**src/rtl/cpu_pkg.sv**
```systemverilog
// cpu_pkg: state, opcode and datapath-select encodings shared by the
// multicycle controller and the datapath.
package cpu_pkg;
    typedef enum logic [3:0] {
        S_FETCH, S_DECODE, S_EXECR, S_EXECI, S_ALUWB,
        S_MEMADR, S_MEMRD, S_MEMWB, S_MEMWR, S_BRANCH
    } state_t;
    typedef enum logic [2:0] {
        OP_ADD, OP_SUB, OP_AND, OP_ORR, OP_MOV, OP_LDR, OP_STR, OP_B
    } opcode_t;
    typedef enum logic [1:0] {ALU_ADD, ALU_SUB, ALU_AND, ALU_ORR} alu_ctl_t;
    typedef enum logic [1:0] {IMM_Z4, IMM_Z8, IMM_S13} imm_src_t;
    typedef enum logic [1:0] {SRCB_RD2, SRCB_IMM, SRCB_ONE} src_b_t;
    typedef enum logic [1:0] {RES_ALUOUT, RES_MEMDATA, RES_ALU} res_src_t;
    localparam logic [3:0] RD_PC = 4'd15;
endpackage

```
**src/rtl/instr_decoder.sv**
```systemverilog
// instr_decoder: maps the opcode to the post-DECODE state and the EXEC-path
// ALU selects (MOV is ORR against R0, which the datapath reads as zero).
module instr_decoder
    import cpu_pkg::*;
(
    input  opcode_t  i_op,
    output state_t   o_next,
    output alu_ctl_t o_alu_ctl,
    output src_b_t   o_src_b,
    output imm_src_t o_imm_src
);
    assign o_next    = i_op == OP_MOV ? S_EXECI
                     : (i_op == OP_LDR || i_op == OP_STR) ? S_MEMADR
                     : i_op == OP_B ? S_BRANCH : S_EXECR;
    assign o_alu_ctl = i_op == OP_MOV ? ALU_ORR : i_op[2] ? ALU_ADD : alu_ctl_t'(i_op[1:0]);
    assign o_src_b   = i_op == OP_MOV ? SRCB_IMM : SRCB_RD2;
    assign o_imm_src = i_op == OP_MOV ? IMM_Z8 : IMM_Z4;
endmodule

```
**src/rtl/multicycle_controller.sv**
```systemverilog
// multicycle_controller: multicycle control FSM for the 16-bit processor,
// with memory-ready stalls and a retired-instruction counter.
module multicycle_controller
    import cpu_pkg::*;
#(
    parameter int CNT_W = 16
) (
    input  logic             clk,
    input  logic             rst_n,
    input  logic [15:0]      instr,
    input  logic             memReady,
    output logic             pcWrite,
    output logic             irWrite,
    output logic             adrSrc,
    output logic             memWrite,
    output logic             regWrite,
    output logic             aluSrcA,
    output logic [1:0]       aluSrcB,
    output logic [1:0]       aluControl,
    output logic [1:0]       immSrc,
    output logic [1:0]       resultSrc,
    output logic             done,
    output logic [CNT_W-1:0] retired,
    output logic [3:0]       state
);
    state_t             r_state, w_next, w_dec_next;
    logic [CNT_W-1:0]   r_retired;
    opcode_t            w_op;
    alu_ctl_t           w_alu_ctl;
    src_b_t             w_src_b;
    imm_src_t           w_imm_src;
    logic               w_rd_pc, w_pc, w_ir, w_mw, w_rw, w_done, w_unused;

    assign w_op     = opcode_t'(instr[15:13]);
    assign w_rd_pc  = instr[11:8] == RD_PC;
    assign w_unused = ^{instr[12], instr[7:0]};

    instr_decoder u_dec (
        .i_op      (w_op),
        .o_next    (w_dec_next),
        .o_alu_ctl (w_alu_ctl),
        .o_src_b   (w_src_b),
        .o_imm_src (w_imm_src)
    );

    always_ff @(posedge clk or negedge rst_n)
        if (!rst_n) begin
            r_state   <= S_FETCH;
            r_retired <= '0;
        end else begin
            r_state   <= w_next;
            r_retired <= r_retired + {{(CNT_W-1){1'b0}}, w_done};
        end

    always_comb begin
        w_next     = r_state;
        w_pc       = 1'b0;
        w_ir       = 1'b0;
        w_mw       = 1'b0;
        w_rw       = 1'b0;
        w_done     = 1'b0;
        adrSrc     = 1'b0;
        aluSrcA    = 1'b0;
        aluSrcB    = SRCB_RD2;
        aluControl = ALU_ADD;
        immSrc     = IMM_Z4;
        resultSrc  = RES_ALUOUT;
        case (r_state)
            S_FETCH: begin
                aluSrcA   = 1'b1;
                aluSrcB   = SRCB_ONE;
                resultSrc = RES_ALU;
                w_pc      = memReady;
                w_ir      = memReady;
                w_next    = memReady ? S_DECODE : S_FETCH;
            end
            S_DECODE: w_next = w_dec_next;
            S_EXECR, S_EXECI: begin
                aluSrcB    = w_src_b;
                aluControl = w_alu_ctl;
                immSrc     = w_imm_src;
                w_next     = S_ALUWB;
            end
            // Rd==PC redirects the writeback from the register file to the PC
            S_ALUWB, S_MEMWB: begin
                resultSrc = r_state == S_MEMWB ? RES_MEMDATA : RES_ALUOUT;
                w_rw      = !w_rd_pc;
                w_pc      = w_rd_pc;
                w_done    = 1'b1;
                w_next    = S_FETCH;
            end
            S_MEMADR: begin
                aluSrcB = SRCB_IMM;
                w_next  = w_op == OP_STR ? S_MEMWR : S_MEMRD;
            end
            S_MEMRD: begin
                adrSrc = 1'b1;
                w_next = memReady ? S_MEMWB : S_MEMRD;
            end
            S_MEMWR: begin
                adrSrc = 1'b1;
                w_mw   = 1'b1;
                w_done = memReady;
                w_next = memReady ? S_FETCH : S_MEMWR;
            end
            S_BRANCH: begin
                aluSrcA   = 1'b1;
                aluSrcB   = SRCB_IMM;
                immSrc    = IMM_S13;
                resultSrc = RES_ALU;
                w_pc      = 1'b1;
                w_done    = 1'b1;
                w_next    = S_FETCH;
            end
            default: w_next = S_FETCH;
        endcase
    end

    assign pcWrite  = rst_n & w_pc;
    assign irWrite  = rst_n & w_ir;
    assign memWrite = rst_n & w_mw;
    assign regWrite = rst_n & w_rw;
    assign done     = rst_n & w_done;
    assign retired  = r_retired;
    assign state    = r_state;
endmodule

```
**config.mk**
```make
export PLATFORM = sky130hd
export DESIGN_NAME = multicycle_controller
export DESIGN_NICKNAME = d
export VERILOG_FILES = /design/src/rtl/cpu_pkg.sv /design/src/rtl/instr_decoder.sv /design/src/rtl/multicycle_controller.sv
export SDC_FILE = /design/constraint.sdc
export NUM_CORES = 1
export LEC_CHECK = 0
export CORE_MARGIN = 4
export CORE_UTILIZATION = 38
export DETAILED_ROUTE_END_ITERATION = 10
export PLACE_DENSITY_LB_ADDON = 0.2
export SLEW_MARGIN = 20
export SYNTH_ARGS = -nofsm -noshare
export SYNTH_HDL_FRONTEND = slang
export SYNTH_HIERARCHICAL = 1
export SYNTH_SLANG_ARGS = --single-unit
```
**constraint.sdc**
```tcl
create_clock -name clk -period 2 [get_ports clk]
set_input_delay 0.4 -clock clk [delete_from_list [all_inputs] [get_ports clk]]
set_output_delay 0.4 -clock clk [all_outputs]
set_load 0.05 [all_outputs]
```
## After elaboration in Yosys (flattened, before gate mapping)

Cells that the tools add are included.

| word-level totals | value |
|---|---|
| register bits after elaboration | 20 |
| input port bits | 19 |
| output and inout bits | 35 |

| cells by class | value |
|---|---|
| add/sub/neg operators | 1 |
| equality and inequality tests | 14 |
| mux-type cells | 23 |
| bitwise logic cells | 5 |
| reduce and logical (&&, ||, !) cells | 9 |

Operators by type and width:

| operator | count |
|---|---|
| 4-bit case mux with 6 select lines | 1 |
| 4-bit two-way mux | 5 |
| 16-bit by 1-bit adder with 16-bit output | 1 |
| 4-bit by 3-bit == test with 1-bit output (second input constant) | 4 |
| 3-bit == test (second input constant) | 4 |
| 4-bit == test (second input constant) | 3 |
| 2-bit OR reduction | 5 |
| 1-bit two-way mux | 9 |
| 4-bit by 2-bit == test with 1-bit output (second input constant) | 2 |
| 2-bit case mux with 2 select lines | 2 |
| 2-bit two-way mux | 3 |
| 2-bit case mux with 3 select lines | 1 |
| 1-bit bitwise AND | 5 |
| 4-bit by 1-bit == test with 1-bit output (second input constant) | 1 |
| 4-bit logical NOT | 1 |
| 1-bit case mux with 3 select lines | 1 |
| 3-bit OR reduction | 1 |
| 1-bit case mux with 2 select lines | 1 |
| 1-bit logical NOT | 1 |
| 1-bit logical OR | 1 |

## Logic depth before layout (Yosys ltp)

Gate-level depths: netlist of the first run.

| logic depth | value |
|---|---|
| word-level depth | 5 |
| mapped depth | 10 |
| gate-level depth less buffers | 8 |

## Hierarchy

The synthesis of the first run kept the hierarchy.

By module, submodules not included:

| module | times used | cells an instance | area each (um2) | sequential area each (um2) |
|---|---|---|---|---|
| multicycle_controller | 1 | 128 | 1214.9 | 500.5 |
| instr_decoder | 1 | 15 | 88.8 | 0.0 |

## Least setup slack after synthesis of the first run

Ideal clock, no wire load.

| path | value |
|---|---|
| path type | flip-flop to output port |
| start | register r_state[1] (netlist: state[1]) |
| end | output regWrite |
| arrival | 2.511 ns |
| path slack | -0.911 ns |
| cell stages (with the launch flop) | 4 |
| buffers on the path | 1 |
| path through | dfrtp_1 > buf_2 > nor2b_1 > nor4_1 |

| between the ends | value |
|---|---|
| cells in the longest elaborated chain, start to end | 4 |
| elaborated cells between the ends (all ways) | 5 |

Ends and longest elaborated chain:

| item | line | text |
|---|---|---|
| from (decl) | multicycle_controller.sv:26 | `state_t r_state, w_next, w_dec_next;` |
| from (signal assigned) | multicycle_controller.sv:51 | `r_state <= w_next;` |
| 4-bit by 3-bit == test with 1-bit output | multicycle_controller.sv:68 | `case (r_state)` |
| 2-bit OR reduction (*) | multicycle_controller.sv:68 |  |
| 1-bit two-way mux (*) | multicycle_controller.sv:68 |  |
| 1-bit bitwise AND (*) | multicycle_controller.sv:122 | `assign regWrite = rst_n & w_rw;` |
| to (decl) | multicycle_controller.sv:16 | `output logic regWrite,` |

Every way passes the cells marked *; elsewhere a longest branch is shown, timed or not.

## Worst setup path in the final report of the first run

| path | value |
|---|---|
| start | register r_state[0] (netlist: state[0]) |
| end | output done |

| between the ends | value |
|---|---|
| cells in the longest elaborated chain, start to end | 4 |
| elaborated cells between the ends (all ways) | 7 |

Ends and longest elaborated chain:

| item | line | text |
|---|---|---|
| 4-bit by 3-bit == test with 1-bit output / 4-bit == test (equally long branches) | multicycle_controller.sv:68 |  |
| 3-bit OR reduction (no source line) | - |  |
| 1-bit case mux with 2 select lines (*) | multicycle_controller.sv:68 |  |
| 1-bit bitwise AND (*) | multicycle_controller.sv:123 | `assign done = rst_n & w_done;` |
| to (decl) | multicycle_controller.sv:22 | `output logic done,` |

Marks and branches as above.

==> results of run 1 <==
[through the flow]
step           setup TNS, ns  worst slack (ns)
2_1_floorplan         -0.478            -0.146
3_3_place_gp           -1.87            -0.172
3_5_place_dp           -2.17            -0.195
4_1_cts               -0.282            -0.148
5_1_grt               -0.528            -0.172
6_report              -0.243            -0.121
[cells in the mapped netlist, types with 2 or more instances]
cell type and n:
nand4_1 6, nor2_1 7, and3_1 3, buf_4 4
a21oi_1 4, a21o_1 2, nand2_1 13, clkbuf_1 3
buf_2 5, and2_1 2, or3b_1 4, nor4_1 5
inv_1 4, nand3b_1 4, o21ai_0 5, xor2_1 6
and3b_1 2, ha_1 2, nor3_1 2, nand3_1 5
nand2b_1 2, a21boi_1 2, nor2b_1 4, dfrtp_1 20
xnor2_1 9
[layout make-up]
| type | instances | area (sq um) |
|---|---|---|
| clock buffer | 4 | 36.3 |
| fill | 266 | 1080 |
| inverter | 4 | 15.0 |
| multi-input combinational | 108 | 895 |
| sequential | 20 | 505 |
| tap | 46 | 57.6 |
| timing repair buffer | 66 | 744 |
[flip-flops by register name, indices dropped and copies added, names as in the netlist]
name,cells
retired,16
state,4
[layer usage]
layer | vias up | track usage
met5 | - | 0
met4 | 0 | 0.0381
met3 | 4 | 0.0472
met2 | 38 | 0.270
met1 | 625 | 0.206
li1 | 617 | -
[layout by cell type, fill, tap and decap left out, types with 3 or more instances in the layout]
master	count
a21oi_1	3
buf_4	29
dlymetal6s2s_1	4
dfrtp_2	4
clkdlybuf4s50_1	10
xnor2_1	9
nand2_1	12
nand3_1	5
buf_12	15
dlygate4sd2_1	4
o21ai_0	3
dfrtp_1	16
inv_1	3
nand3b_1	4
nand4_1	6
nor2_2	4
clkbuf_4	3
nor2b_2	3
xor2_1	6
[critical path, delay by kind of cell (launching register included)]
| kind | cells | cell delay (ns) |
|---|---|---|
| AND/OR/NAND/NOR | 1 | 0.38 |
| buffers and inverters | 2 | 0.27 |
| flip-flops | 1 | 0.44 |
| AO/OA/AOI/OAI | 2 | 0.33 |
[final timing paths]
check	startpoint	endpoint	slack, ns	cells after the start
max	state[0]	done	-0.12	5
max reg2reg	state[0]	retired[14]	0.06	8
max in group asynchronous	rst_n	retired[11]	1.65	2
min	rst_n	state[0]	0.12	2
min reg2reg	retired[15]	retired[15]	0.49	1
min in group clk	retired[15]	retired[15]	0.49	1
[timing repair]
action | 4_1_cts | 5_1_grt
resized for setup | 24 | 19
buffers inserted | 7 | 2
setup endpoints to repair | 10 | 22
pin swaps | 8 | 5
[logic make-up (layout without fill, tap and decap cells)]
kind of cell    count (synthesis)  in the layout  synth area share
other cells                     1              2           0.00288
flops                          20             20             0.384
xor+xnor                       15             15             0.101
simple gates                   68             68             0.322
compound gates                 20             20            0.0998
fa+ha+maj                       2              2            0.0192
buf+inv                        16             74            0.0624
mux                             1              1           0.00864
[power breakdown]
group          switching (W)  internal (W)
Sequential          0.000118      0.000488
Combinational        0.00114      0.000855
Clock               0.000125      0.000111
Total                0.00139       0.00145
==> reports/metrics.cfg, run 1 <==
[synthesis]
syn_avg_cell_area_sq_um = 9.12
synth_area_leader_cell = dfrtp_1
synth-async-reset-ratio = 1.00
ys_seq_area_frac = 0.384
synth-edff-count = 0
yosys.area.top_type_share = 0.384
netlist_area_sq_um = 1300
synth_cell_types = 43
synthTopCellsByArea = dfrtp_1 38%, xnor2_1 6.0%, xor2_1 4.0%, nand2_1 3.7%, nand4_1 2.9%
ys.warnings.count = 6
synthCells = 143
ys.flop_type = dfrtp_1
synth-seq-cells = 20

[power_and_ir_drop]
report.power.total_w = 0.00284
p_per_area_nw_per_um2 = 1260
p_leak_nw = 1.06
ir_worst_vdd_mv = 0.700

[cts]
htreeDepth = 1
cts_root_buffer = clkbuf_4
clk_latency_ns = 0.30
clockBufferDepth = 2
cts_tree = done
path_clk_slew_ns = 0.11
numClockSinks = 20
numCtsBuffers = 3
hold_buffers = 0

[timing]
hold_ws_ns = 0.125
hold_violations = 0
fmax_mhz = 471
rsz0062_at_grt = true
min_period_over_period = 1.06
slew_violations = 0
worstMarginPinSlew_ns = 0.509
skew_ns = 0.00281
setup_viol = 3
setup_slack_ns = -0.121
slew_headroom = 0.660
period_needed_ns = 2.12

[die]
die-height_um = 66.6
num_io_pins = 54
die_x_um = 66.6
row_count = 21
initial_core_util = 0.391
fp.dieArea_sq_um = 4430
core_area_sq_um = 3340

[worst_setup_path]
path_class = reg -> out
cp.arrival_ns = 1.72
cp.required_ns = 1.60
path_max_fanout = 2
endpoint_kind = output port
start_kind = flop
critPathSlowestCell = dfrtp_2
cpPeakStageDelay_ns = 0.44
crit_chain = or3b_1, a21o_1, buf_6, a21boi_4, buf_12

[final_layout]
syn2layout_area_growth_pct = 72.8
fin_util = 0.675
diodes = 0
finalNetCount = 224
drive_gt1_frac = 0.455
finalNonFillerCells = 248
final_cell_area_sq_um = 2250

[place]
placed_area_sq_um = 2020
globalplace.congestion = 0.806
io_buffers = 44
hpwlAfterDp_um = 2570
placed_cells = 235

[run_status]
outcome = finished with violations
violations = setup timing

[grt]
grt_usage = 0.162
overflow = 0
antenna_found_initial = 0
grt_max_degree = 17
grt_pass1_vias = 1232
grt_pass1_wl_um = 5650

[detailed_routing]
drt_iter0_markers = 27
drc = 0
num_vias = 1284
antenna_left = 0
routedWlPerCell_um = 14.2
dr.pass1.iters = 4
highest_layer = met4
drt-total-wl_um = 3530
drt-met1-wl_um = 1540
via_per_inst = 5.18
route.met3.wl_um = 206
wl_met2_um = 1760

[min_path]
hp-class = in -> async

[job]
maxCapViolCount = 0

(Power assumes the default switching activity.)
==> run 2, diff against run 1 <==
- CELL_PAD_IN_SITES_DETAIL_PLACEMENT: default -> 0
- CELL_PAD_IN_SITES_GLOBAL_PLACEMENT: default -> 1
- CORE_UTILIZATION: 38 -> 28
==> run 2 against run 1 <==
  * The flow still finishes with violations (setup timing)
  * Flip-flop and latch count stayed put
  * Via count is 5.4% lower
  * First-iteration DRC count grew to 2.5 times the previous value
  * Global-route usage is 3.8 points lower
  * Core utilization is 18 points lower
  * Critical path depth stayed put
  * Non-clock buffer count is 3 lower
  * Fmax is 4.9% higher
  * Combinational power is 3% lower
  * Routed wire length is 2.3% higher
  * Clock-buffer cell count is 1 lower
  * Sequential share of layout area is 0.33 points higher
  * Largest power group unchanged
==> reports/metrics.cfg, run 2 (same netlist as run 1, synthesis figures left out) <==
[run_status]
outcome = finished with violations
violations = setup timing

[timing]
period_needed_ns = 2.02
slew_violations = 0
skew_ns = 0.00213
fin_setup_tns_ns = -0.0231
worstMarginPinSlew_ns = 0.514
fmax_mhz = 494
setup_slack_ns = -0.0231
min_period_over_period = 1.01
hold_violations = 0
slew_headroom = 0.657
hold_ws_ns = 0.428
setup_viol = 1
rsz0062_at_grt = true

[power_and_ir_drop]
p_int_w = 0.00145
ir_worst_vdd_mv = 0.754
clockPowerShare = 0.093
combPwrFrac = 0.687
p_leak_nw = 1.01
switchingPower_w = 0.00136
p_per_area_nw_per_um2 = 1270
seq_power_share = 0.220
p_sw_frac = 0.484

[grt]
grt_pass1_wl_um = 6070
overflow = 0
antenna_found_initial = 0
grt_max_degree = 12
grt_pass1_vias = 1221
grt_usage = 0.125

[cts]
cts_root_buffer = clkbuf_8
numCtsBuffers = 3
path_clk_slew_ns = 0.07
clockBufferDepth = 2
clk_latency_ns = 0.25
htreeDepth = 1
numClockSinks = 20
cts_tree = done

[worst_setup_path]
cp.required_ns = 1.60
path_class = reg -> out
r2r_slack_ns = 0.10
reg2reg_depth = 8
path_max_fanout = 5
r2r_end = retired[14]
rr_startpoint = state[3]
endpoint_kind = output port
cp.arrival_ns = 1.62
start_kind = flop

[detailed_routing]
dr.pass1.iters = 4
antenna_left = 0
via_per_inst = 4.86
num_vias = 1215
drt_iter0_markers = 68
drt-total-wl_um = 3610
drc = 0
routedWlPerCell_um = 14.5

[die]
fp.dieArea_sq_um = 5810
core_area_sq_um = 4440
row_count = 24
num_io_pins = 54
initial_core_util = 0.293
die-height_um = 76.2
die_x_um = 76.2

[place]
globalplace.congestion = 0.768
hpwlAfterDp_um = 2810
dp_slack_ns = -0.257
io_buffers = 44
placed_cells = 242

[job]
maxCapViolCount = 0

[final_layout]
final_common_cell = buf_4
largest_reg_flops = 16
finalNetCount = 221
finalNonFillerCells = 250
fin_util = 0.500
diodes = 0
syn2layout_area_growth_pct = 70.3
mostFrequentLayoutCells = 27 x buf_4, 16 x buf_12, 16 x dfrtp_1, 11 x nand2_1, 11 x clkdlybuf4s50_1
drive_gt1_frac = 0.414

[min_path]
hp-class = in -> async

==> run 2: layer usage <==
metal	track usage	vias to the layer above	routed length, um
met1	0.173	578	1760
met2	0.198	25	1700
met5	0	-	0
met3	0.0378	2	151
li1	-	610	-
met4	0.0109	0	8
==> run 2: cell type report <==
class	count	area [sq um]
multi-input combinational	108	873
clock buffer	3	41.3
tap	52	65.1
fill	435	2220
sequential	20	505
inverter	4	15.0
timing repair buffer	63	721
==> run 2: worst max-delay path by stage <==
stage | startpoint | depth (start not counted) | slack, ns | endpoint
floorplan | state[1] | 5 | -0.15 | irWrite
global placement | memReady | 9 | -0.24 | retired[8]
detailed placement | memReady | 9 | -0.26 | retired[8]
CTS | state[3] | 5 | -0.04 | pcWrite
global route | state[0] | 5 | -0.11 | pcWrite
finish | state[0] | 5 | -0.02 | pcWrite
==> run 2: worst max-delay path, stage by stage, from the launching register on <==
cell and delay (ns):
dfrtp_2 0.42, buf_8 0.13, nor2b_1 0.34, nor4_2 0.10, o21a_1 0.23, buf_12 0.15
==> run 2: stage by stage <==
stage	instance area, sq um	power (W)
2_1_floorplan	1370	0.00168
3_5_place_dp	2030	0.00237
4_1_cts	2120	0.00273
3_3_place_gp	2030	0.00234
6_report	2220	0.00281
5_1_grt	2220	0.00296
==> run 2: power by group through the flow <==
stage                     sequential [W]  clock (W)  combinational [W]
after floorplan                 0.000867          0           0.000813
after global placement          0.000604          0            0.00174
after detailed placement        0.000615          0            0.00175
after CTS                       0.000611   0.000273            0.00184
after global routing            0.000635   0.000282            0.00204
final                           0.000618   0.000262            0.00193
==> run 2: timing repair <==
item                       4_1_cts  5_1_grt
hold buffers                     0        0
resized for setup               20       15
pin swaps                       12        9
buffers inserted                 4        1
setup endpoints to repair       12       17
==> run 3, diff against run 2 <==
- CAP_MARGIN: default -> 20
==> results of run 3 <==
Final layout, timing and power as in run 2 (identical DEF).
